$ cat src/rtl/return_stack_pkg.sv
// Shared constants and types for the return-address stack.
package return_stack_pkg;
    localparam int RAS_DEPTH = 8;
    localparam int RAS_CNT_W = 16;
    localparam int REG_RA    = 31;

    typedef enum logic [1:0] {
        OP_IDLE,
        OP_PUSH,
        OP_POP,
        OP_REPL
    } ras_op_e;
endpackage

$ cat src/rtl/return_stack_storage.sv
// DEPTH x WIDTH entry array: one write port, one combinational read port; not reset.
module ras_storage #(
    parameter int WIDTH = 32,
    parameter int DEPTH = 8,
    parameter int PW    = $clog2(DEPTH)
) (
    input  logic             clk,
    input  logic             we_i,
    input  logic [PW-1:0]    waddr_i,
    input  logic [WIDTH-1:0] wdata_i,
    input  logic [PW-1:0]    raddr_i,
    output logic [WIDTH-1:0] rdata_o
);
    logic [WIDTH-1:0] mem_q [DEPTH];

    always_ff @(posedge clk) begin
        if (we_i) mem_q[waddr_i] <= wdata_i;
    end

    assign rdata_o = mem_q[raddr_i];
endmodule

$ cat src/rtl/return_stack.sv
// Circular return-address stack with overflow/underflow pulses.
// Optional mispredict pulse and saturating counter under `RAS_MISPREDICT_EN.
module return_stack
    import return_stack_pkg::*;
#(
    parameter int WIDTH = 32,
    parameter int DEPTH = RAS_DEPTH,
    parameter int CNT_W = RAS_CNT_W
) (
    input  logic             clk,
    input  logic             reset,
    input  logic             push,
    input  logic [WIDTH-1:0] push_addr,
    input  logic             pop,
    output logic [WIDTH-1:0] top,
    output logic             valid,
    output logic             full,
    output logic             overflow,
    output logic             underflow,
    input  logic             resolve_valid,
    input  logic [WIDTH-1:0] resolve_addr,
    output logic             mispredict,
    output logic [CNT_W-1:0] mispredict_cnt
);
    localparam int PW = $clog2(DEPTH);
    localparam logic [PW:0] CNT_FULL = (PW+1)'(DEPTH);

    logic [PW-1:0]    wp_q, wp_d, waddr, rd_idx;
    logic [PW:0]      cnt_q, cnt_d;
    logic             ovf_q, ovf_d, unf_q, unf_d, we, empty;
    logic [WIDTH-1:0] rdata;
    ras_op_e          op;

    assign empty  = (cnt_q == '0);
    assign rd_idx = wp_q - PW'(1);
    assign valid  = !empty;
    assign full   = (cnt_q == CNT_FULL);
    assign top    = empty ? '0 : rdata;

    ras_storage #(.WIDTH(WIDTH), .DEPTH(DEPTH), .PW(PW)) u_storage (
        .clk     (clk),
        .we_i    (we),
        .waddr_i (waddr),
        .wdata_i (push_addr),
        .raddr_i (rd_idx),
        .rdata_o (rdata)
    );

    // Push+pop on an empty stack degrades to a plain push.
    always_comb begin
        op = OP_IDLE;
        if (push && pop && !empty) op = OP_REPL;
        else if (push)             op = OP_PUSH;
        else if (pop)              op = OP_POP;
    end

    always_comb begin
        wp_d  = wp_q;
        cnt_d = cnt_q;
        we    = 1'b0;
        waddr = wp_q;
        ovf_d = 1'b0;
        unf_d = pop && empty;
        case (op)
            OP_REPL: begin
                we    = 1'b1;
                waddr = rd_idx;
            end
            OP_PUSH: begin
                we   = 1'b1;
                wp_d = wp_q + PW'(1);
                if (full) ovf_d = 1'b1;
                else      cnt_d = cnt_q + (PW+1)'(1);
            end
            OP_POP: begin
                if (!empty) begin
                    wp_d  = rd_idx;
                    cnt_d = cnt_q - (PW+1)'(1);
                end
            end
            default: ;
        endcase
    end

    always_ff @(posedge clk or posedge reset) begin
        if (reset) begin
            wp_q  <= '0;
            cnt_q <= '0;
            ovf_q <= 1'b0;
            unf_q <= 1'b0;
        end else begin
            wp_q  <= wp_d;
            cnt_q <= cnt_d;
            ovf_q <= ovf_d;
            unf_q <= unf_d;
        end
    end

    assign overflow  = ovf_q;
    assign underflow = unf_q;

`ifdef RAS_MISPREDICT_EN
    logic             mp_q, mp_d;
    logic [CNT_W-1:0] mcnt_q, mcnt_d;

    // An empty stack predicts nothing, so any resolved pop there is a miss.
    always_comb begin
        mp_d   = pop && resolve_valid && (empty || (top != resolve_addr));
        mcnt_d = mcnt_q;
        if (mp_d && (mcnt_q != '1)) mcnt_d = mcnt_q + CNT_W'(1);
    end

    always_ff @(posedge clk or posedge reset) begin
        if (reset) begin
            mp_q   <= 1'b0;
            mcnt_q <= '0;
        end else begin
            mp_q   <= mp_d;
            mcnt_q <= mcnt_d;
        end
    end

    assign mispredict     = mp_q;
    assign mispredict_cnt = mcnt_q;
`else
    logic unused_resolve;
    assign unused_resolve = ^{resolve_valid, resolve_addr};
    assign mispredict     = 1'b0;
    assign mispredict_cnt = '0;
`endif
endmodule

$ cat config.mk
export PLATFORM = sky130hd
export DESIGN_NAME = return_stack
export DESIGN_NICKNAME = d
export VERILOG_FILES = /design/src/rtl/return_stack_pkg.sv /design/src/rtl/return_stack_storage.sv /design/src/rtl/return_stack.sv
export SDC_FILE = /design/constraint.sdc
export NUM_CORES = 1
export LEC_CHECK = 0
export CAP_MARGIN = 20
export CORE_ASPECT_RATIO = 0.5
export CORE_MARGIN = 8
export CORE_UTILIZATION = 25
export DETAILED_ROUTE_END_ITERATION = 10
export PLACE_DENSITY = 0.4
export RECOVER_POWER = 100
export SLEW_MARGIN = 10
export SYNTH_ARGS = -nofsm -noshare
export SYNTH_HDL_FRONTEND = slang
export SYNTH_HIERARCHICAL = 1
export SYNTH_SLANG_ARGS = --single-unit
$ cat constraint.sdc
create_clock -name clk -period 4.2 [get_ports clk]
set_input_delay 0.63 -clock clk [delete_from_list [all_inputs] [get_ports clk]]
set_output_delay 0.63 -clock clk [all_outputs]
set_load 0.01 [all_outputs]
# After elaboration in Yosys (flattened, before gate mapping)
# Memories as Yosys holds them, arrays and structs flattened.
# Cells that the tools add are included.
[classes] addsub=4 n_mul=0 div_mod_pow=0 magnitude_cmp=0 n_eq_ne=6 shifts=0 muxes=15 n_bitwise=0 n_reduce_logical=9
[ops] cell="two-way mux 32 bit" count=1
[ops] cell="two-way mux 4 bit" count=2
[ops] cell="one-hot mux 4 bit (2 select lines)" count=1
[ops] cell="two-way mux 2 bit" count=3
[ops] cell="two-way mux 3 bit" count=2
[ops] cell="one-hot mux 3 bit (2 select lines)" count=1
[ops] cell="two-way mux 1 bit" count=5
[ops] cell="adder 4 x 1 -> 4 bit (second input constant)" count=1
[ops] cell="equality test 2 bit (second input constant)" count=2
[ops] cell="equality test 4 bit (second input constant)" count=1
[ops] cell="zero test 4 bit" count=1
[ops] cell="!= test 2 bit (second input constant)" count=2
[ops] cell="subtractor 4 x 1 -> 4 bit (second input constant)" count=1
[ops] cell="adder 3 x 1 -> 3 bit (second input constant)" count=1
[ops] cell="logical AND 1 bit" count=3
[ops] cell="AND reduction 3 bit" count=1
[ops] cell="subtractor 3 x 1 -> 3 bit (second input constant)" count=1
[ops] cell="equality test 2 x 1 -> 1 bit (second input constant)" count=1
[ops] cell="AND reduction 2 bit" count=1
[ops] cell="nonzero test 2 bit" count=1
[ops] cell="OR reduction 2 bit" count=1
[ops] cell="zero test 1 bit" count=1
[totals] reg_bits=9 latch_bits=0 ramBits=256 romBits=0 inputBits=69 elab_cells=39 memories=1
[mem_list] name="u_storage.mem_q" words=8 width=32 rd=1 rd_ports_with_merged_regs=0 write_ports=1 line_no="return_stack_storage.sv:14" text="logic [WIDTH-1:0] mem_q [DEPTH];"

# Longest topological paths before layout
# Gate-level depths: netlist of run 1.
[logic_depth] depth_word=9 ltp_mapped=8 ltp_nobuf=7

# Hierarchy
# Netlist of run 1, hierarchy kept.
[modules_own_cells] mod="ras_storage" instances=1 cells_each=383 area_each_um2=9825.7
[modules_own_cells] mod="return_stack" instances=1 cells_each=117 area_each_um2=969.7

# Worst setup path after synthesis of run 1
# Ideal clock, no wire load.
[synth_timing] kind="reg2reg" startpoint="register cnt_q[2]" endpoint="memory u_storage.mem_q[0][0], enable pin" setup_time_ps=461 arrival_ps=3641 path_slack_ps=98 path_stages_with_launch=6 synth_period_minus_slack_ps=4102 path_cell_list="dfrtp_1 -> or4_4 -> buf_6 -> nand3_1 -> o21ai_0 -> nor3_1"
[synth_via] word_cells_on_any_way=11 cone_classes="eq/ne: 2; mux: 5; reduce/logical: 4"
[synth_rtl] item="from (decl)" line_no="return_stack.sv:29" text="logic [PW:0] cnt_q, cnt_d;"
[synth_rtl] item="from (signal assigned)" line_no="return_stack.sv:93" text="cnt_q <= cnt_d;"
[synth_rtl] item="zero test 4 bit" line_no="return_stack.sv:34" text="assign empty = (cnt_q == '0);"
[synth_rtl] item="zero test 1 bit"
[synth_rtl] item="logical AND 1 bit" line_no="return_stack.sv:52" text="if (push && pop && !empty) op = OP_REPL;"
[synth_rtl] item="two-way mux 2 bit" line_no="return_stack.sv:52"
[synth_rtl] item="equality test 2 bit" line_no="return_stack.sv:64" text="case (op)"
[synth_rtl] item="two-way mux 3 bit" line_no="return_stack.sv:64"
[synth_rtl] item="via waddr[1]" line_no="return_stack.sv:28" text="logic [PW-1:0] wp_q, wp_d, waddr, rd_idx;"
[synth_rtl] item="to (decl)" line_no="return_stack_storage.sv:14"
# The timed path passes the listed nets, and every way through them passes these cells.

# Worst setup path after layout of run 1
[layout_timing] startpoint="register wp_q[0]" endpoint="output port top[0]"
[layout_via] elab_chain_cells=3
[layout_lines] item="from (decl)" line_no="return_stack.sv:28"
[layout_lines] item="from (signal assigned)" line_no="return_stack.sv:92" text="wp_q <= wp_d;"
[layout_lines] item="subtractor 3 x 1 -> 3 bit" line_no="return_stack.sv:35" text="assign rd_idx = wp_q - PW'(1);"
[layout_lines] item="via rd_idx[0]" line_no="return_stack.sv:28"
[layout_lines] item="memory read (8 x 32 bit)"
[layout_lines] item="via rdata[0]" line_no="return_stack.sv:31" text="logic [WIDTH-1:0] rdata;"
[layout_lines] item="two-way mux 32 bit" line_no="return_stack.sv:38" text="assign top = empty ? '0 : rdata;"
[layout_lines] item="to (decl)" line_no="return_stack.sv:15" text="output logic [WIDTH-1:0] top,"
# The timed path passes the listed nets, and every way through them passes these cells.

==> results of run 1 <==
[worst max-delay path: stages, from the launching register on]
cell and delay, ns:
dfrtp_1 0.46, clkinv_2 0.12, ha_1 0.30, xor2_4 0.19, buf_12 0.28, mux4_2 0.36, mux2_2 0.31, and2_1 0.14
dlygate4sd3_1 0.60
[synthesized netlist by cell type, types with 3 or more instances]
cell type	count	area, µm²
xor2_1	3	26.3
clkbuf_1	4	15.0
mux2i_1	3	30.0
xnor2_1	7	61.3
a21oi_1	3	15.0
nor2_1	10	37.5
and2_1	33	206
mux4_2	24	541
buf_1	4	15.0
ha_1	4	50.1
nand2b_1	5	31.3
buf_2	8	40.0
mux2_2	33	372
mux4_1	40	1050
buf_4	17	128
buf_6	8	90.1
nand2_1	4	15.0
nand3_1	4	20.0
inv_1	8	30.0
edfxtp_1	256	7690
dfrtp_1	9	225
nor3_1	3	15.0
[per-stage QoR]
stage	utilization	power, W	hold WS [ns]	instances	cell area, µm²
6_report	0.308	0.00997	0.498	1190	13000
5_1_grt	0.308	0.0106	0.527	1190	13000
4_1_cts	0.310	0.0104	0.351	1190	13100
3_5_place_dp	0.290	0.00806	0.544	1143	12300
3_3_place_gp	0.290	0.00806	0.530	1143	12300
2_1_floorplan	-	0.00617	0.458	516	10900
[area by class of cell]
cell class / count / area [µm²] / share of cell area
sequential: 265 / 7910 / 0.608
multi-input combinational: 202 / 2660 / 0.205
timing repair buffer: 91 / 848 / 0.0652
tap: 577 / 722 / 0.0555
clock buffer: 33 / 719 / 0.0553
clock inverter: 14 / 118 / 0.00904
inverter: 8 / 31.3 / 0.00240
[state kept, by name, summed over array words and instances, names as in the netlist]
name	flops
u_storage/mem_q	256
cnt_q	4
wp_q	3
overflow	1
underflow	1
[logic make-up (layout without fill, tap and decap cells)]
family | Yosys count | in the layout
flops | 265 | 265
other cells | 1 | 17
simple gates | 63 | 63
compound gates | 7 | 7
mux | 100 | 100
xor+xnor | 10 | 10
fa+ha+maj | 5 | 5
buf+inv | 49 | 146
[path summary, 6_finish.rpt]
kind / slack, ns / cells after the start / endpoint / start
setup / recovery: 0.24 / 8 / top[0] / wp_q[0]
hold / removal: 0.50 / 2 / cnt_q[3] / reset
setup reg to reg: 0.31 / 6 / u_storage/mem_q[1][2] / cnt_q[2]
hold reg to reg: 0.55 / 1 / cnt_q[3] / cnt_q[3]
max in group asynchronous: 3.44 / 2 / wp_q[2] / reset
min in group clk: 0.55 / 1 / cnt_q[3] / cnt_q[3]
[metal layers]
layer / part of all wire / vias up / global-route usage
li1: - / 2218 / -
met1: 0.46 / 2664 / 0.118
met2: 0.49 / 62 / 0.157
met3: 0.032 / 28 / 0.0186
met4: 0.019 / 0 / 0.0212
met5: 0 / - / 0
[power by group]
| part | internal [W] | switching [W] | total, W |
|---|---|---|---|
| logic | 0.00219 | 0.00199 | 0.00418 |
| registers | 0.00339 | 0.000117 | 0.00351 |
| clock network | 0.00133 | 0.000952 | 0.00228 |
| total | 0.00691 | 0.00306 | 0.00997 |
==> flow_metrics.env, run 1 <==
export IMPL_fin_setup_tns_ns=0
export IMPL_drt_first_pass_iters=4
export IMPL_synth_compound_area_share=0.00464
export IMPL_cts_setup_buffers=0
export IMPL_end_kind="primary output"
export IMPL_nFillCells=4153
export IMPL_cts_sink_count=265
export IMPL_post_cts_resize_count=0
export IMPL_synth_top_family_by_area="multiplexers"
export IMPL_grt_max_degree=65
export IMPL_final_antenna_net_count=0
export IMPL_io_buffers=71
export IMPL_hold_violations=0
export IMPL_skew_ns=0.0123
export IMPL_start_kind="flop"
export IMPL_postCtsHoldBufs=0
export IMPL_die_w_um=310
export IMPL_cap_violations=0
export IMPL_synth_edf_count=256
export IMPL_hpwlAfterDp_um=13000
export IMPL_postSynthAreaPerCell_um2=21.6
export IMPL_layout_nets=670
export IMPL_drt_vias_per_instance=4.18
export IMPL_setup_viol=0
export IMPL_status="finished clean"
export IMPL_synthesis_area_um2=10800
export IMPL_synth_seq_cells=265
export IMPL_synth_fa_ha_area_frac=0.00649
export IMPL_cp_arrival_ns=3.33
export IMPL_grt_pass1_vias=5332
export IMPL_drt_initial_drc_count=255
export IMPL_p_leak_nw=4.26
export IMPL_wl_per_cell_um=19.5
export IMPL_drt_total_wl_um=23200
export IMPL_cts_buffers=28
export IMPL_peakVddDrop_v=0.000388
export IMPL_p_per_area_nw_per_um2=766
export IMPL_max_freq_mhz=252
export IMPL_clock_latency_ns=0.55
export IMPL_hold_class="in2async"
export IMPL_grt_overflow_total=0
export IMPL_slew_headroom=0.223
export IMPL_synth_mux_area_frac=0.185
export IMPL_ys_flop_type="edfxtp_1"
export IMPL_final_cell_mix="edfxtp_1 (256), dlygate4sd3_1 (54), mux4_1 (40), mux2_2 (33), and2_1 (31)"
export IMPL_worstMarginPinSlew_ns=1.16
export IMPL_slew_viol_final=0
export IMPL_pre_cts_slack_ns=0.880
export IMPL_gp_congestion=0.670
export IMPL_cp_max_fo=45
export IMPL_grt_usage=0.0913
export IMPL_synth_async_sr_flop_share=0.0340
export IMPL_min_period_ns=3.96
export IMPL_area_growth_pct=20.5
export IMPL_synthCells=500
export IMPL_initial_core_util=0.255
export IMPL_antenna_found_initial=0
export IMPL_fin_ws_ns=0.237
export IMPL_diodes=0
export IMPL_vias=4972
export IMPL_required_ns=3.57
export IMPL_core_um2=42300
export IMPL_grt_pass1_wl_um=34700
export IMPL_path_class="reg2out"
export IMPL_cts_tree="done"
export IMPL_cts_buffer_depth=3
export IMPL_layout_drive_gt1_share=0.178
export IMPL_seq_area_frac_synth=0.733
export IMPL_yosys_area_share_simple=0.0334
export IMPL_die_h_um=163
export IMPL_path_clk_slew_ns=0.06
export IMPL_period_share=0.944
export IMPL_grt_setup_unrepaired="false"
export IMPL_synth_cell_types=32
export IMPL_synth_xor_area_share=0.00811
export IMPL_drc=0
export IMPL_root_buffer="clkbuf_16"
export IMPL_pin_count=122
export IMPL_ys_warnings_count=6
export IMPL_cts_max_level=1
export IMPL_dieArea_um2=50500
export IMPL_mostFrequentLayoutCell="edfxtp_1"
export IMPL_row_count=53
No activity file was read; power rests on OpenSTA's default activity.
==> run 2, diff against run 1 <==
- GPL_TIMING_DRIVEN: unset -> 1
==> results of run 2 <==
Same layout as run 1: the final DEF is identical, and so are final timing and power.
==> edit: new RTL, settings of run 1 <==
Add a define of `RAS_MISPREDICT_EN`.
--- a/src/rtl/return_stack.sv
+++ b/src/rtl/return_stack.sv
@@ -2,2 +2,4 @@
 // Optional mispredict pulse and saturating counter under `RAS_MISPREDICT_EN.
+`define RAS_MISPREDICT_EN
+
 module return_stack
Function: changed (a bounded check fails within 4 cycles, from zero or initial values and one cycle with reset high).
==> edit against run 1 <==
  * The run now ends with capacitance limit, slew limit left
  * Via count rose by 32%
  * Largest cell class unchanged
  * Critical endpoint is now top[8]
  * Power rose by 30%
  * Setup slack got worse by 0.046 ns
  * Final area rose by 18%
  * Wire length rose by 49%
  * Area after synthesis rose by 12%
  * Synthesized cell count rose by 30%
  * Sequential cell count rose by 17
==> edit: results (changes against run 1) <==
stage,metric,value,unit,change
synthesis,Synth area leaders,"edfxtp_1 64%, mux4_1 8.7%, dfrtp_1 5.4%, mux4_2 4.5%, mux2_2 3.0%",,
clocking,Max Root-Sink Buffers,3,,unchanged
worst_setup_path,R2R Setup Slk,0.20,ns,-0.11 ns
grt,pin count of the biggest net entering global routing,65,,unchanged
detailed_routing,initial DRC count,500,,+96%
worst_setup_path,Worst R2R Path Depth,17,,+11
cells_and_area,fin nets,905,,+35%
power_and_ir_drop,VDD IR max,343.9,uV,-11%
synthesis,Synth async-reset ratio,9.220,%,+5.8 points
cells_and_area,layout cell share with drive strength beyond 1,20.00,%,+2.2 points
synthesis,number of library cell types mapped by synthesis,42,,+31%
place,GPL Wtd Cong,0.7477,,+12%
clocking,clock buffer count from CTS,27,,-3.6%
detailed_routing,antenna-violating nets left,0,,unchanged
sta,Pins Over Slew Limit,27,,+27
synthesis,Adder-Cell Fraction of Synth Area,0.6850,%,+0.036 points
cells_and_area,Final Cell Area,15410,um^2,+18%
status,failing checks,"capacitance limit, slew limit",,
place,pre-CTS setup slack,0.02524,ns,-0.8543 ns
place,IO Port Bufs,121,,+70%
grt,initial antenna violation count,2,,+2
place,DP Cell Count,1437,,+26%
clocking,worst-skew pair later-pin latency,0.55,ns,about the same
synthesis,synth cell count leaders,"256 x edfxtp_1, 40 x mux4_1, 37 x nor2_1",,
synthesis,register area share after synthesis,69.16,%,-4.1 points
sta,final period utilization,95.44,%,+1.1 points
worst_setup_path,crit-path max FO,5,,-89%
place,hpwl dp,21200,um,+63%
detailed_routing,drt pass-1 iters,4,,unchanged
worst_hold_path,Hold/Removal Path Class,reg -> reg,,
synthesis,fraction of synthesized area in multiplexers,16.65,%,-1.8 points
detailed_routing,total number of vias,6583,,+32%
detailed_routing,Avg Vias per Cell,4.386,,+5.0%
flow_run,max-cap violation count,1,,+1
place,Post-DP Area,14450,um^2,+18%
sta,Least-Margin Pin Slew,1.559,ns,+0.3974 ns
synthesis,Post-synth EDFFs,256,,unchanged
synthesis,mean post-synth cell area,18.58,um^2,-14%
floorplanning,Core ar.,48070,um^2,+14%
grt,gr usage total,11.64,%,+2.5 points
status,outcome,finished with violations,,
grt,global-route wire length before repair,48350,um,+39%
synthesis,Compound-Gate Fraction of Synth Area,1.796,%,+1.3 points
sta,Clock Skews,0.01810,ns,+0.005760 ns
sta,worst hold margin,0.5224,ns,+0.02457 ns
detailed_routing,wire per inst,22.91,um,+18%
cells_and_area,Biggest register,u_storage/mem_q,,
cells_and_area,fillers,4680,,+13%
synthesis,post-synthesis xor/xnor area fraction,2.979,%,+2.2 points
worst_setup_path,Worst EP arrival,3.38,ns,+0.05 ns
power_and_ir_drop,Leak Pwr,0.005278,uW,+24%
synthesis,synth warn,6,,unchanged
-- edit: changes by cell type after synthesis, sizes merged, moves of 10 or more --
cell   delta
nor2     +27
xor2     +18
dfrtp    +17
buf      -15
xnor2    +13
nor4     +10
o21ai    +10
-- edit: per-layer routing --
layer / share of wire, % / global-route usage [%] / vias to the layer above
met2: 44 / 18.14 / 127
met4: 1.8 / 2.322 / 2
met1: 50 / 16.93 / 3427
met5: 0.044 / 0 / -
met3: 3.6 / 2.157 / 41
li1: - / - / 2986
-- edit: timing repair --
item / 4_1_cts / 5_1_grt
buffers inserted: 0 / 10
pin swaps: 0 / 4
gates resized for setup: 1 / 11
endpoints found under the setup margin: 3 / 14
gates cloned: 0 / 3
-- edit: final timing paths --
| check | startpoint | endpoint |
|---|---|---|
| setup reg to reg | wp_q[1] | mispredict_cnt[8] |
| setup / recovery | wp_q[1] | top[8] |
| hold / removal | mispredict_cnt[6] | mispredict_cnt[6] |
| min in group asynchronous | reset | mispredict_cnt[3] |
| max in group asynchronous | reset | wp_q[0] |
| hold reg to reg | mispredict_cnt[6] | mispredict_cnt[6] |
-- edit: report_power, final --
part           switching (uW)  total, uW  internal (uW)
Clock                    1070       2500           1430
Combinational            3290       6630           3340
Sequential                184       3800           3620
-- edit: final cells by class --
type	count	share of cell area (%)
Multi-Input combinational cell	322	23.05
Clock buffer	31	4.481
Sequential cell	282	54.11
Antenna cell	2	0.03247
Inverter	17	0.4465
Clock inverter	18	1.291
Timing Repair Buffer	180	11.32
Tap cell	649	5.269
-- edit: critical path: stages (launching register included) --
cell	delay (ns)
dfrtp_1	0.40
inv_1	0.12
ha_4	0.18
xor2_4	0.25
buf_4	0.20
clkbuf_16	0.16
buf_4	0.11
mux4_1	0.32
mux2_2	0.33
buf_4	0.14
and2_1	0.15
clkdlybuf4s50_1	0.49
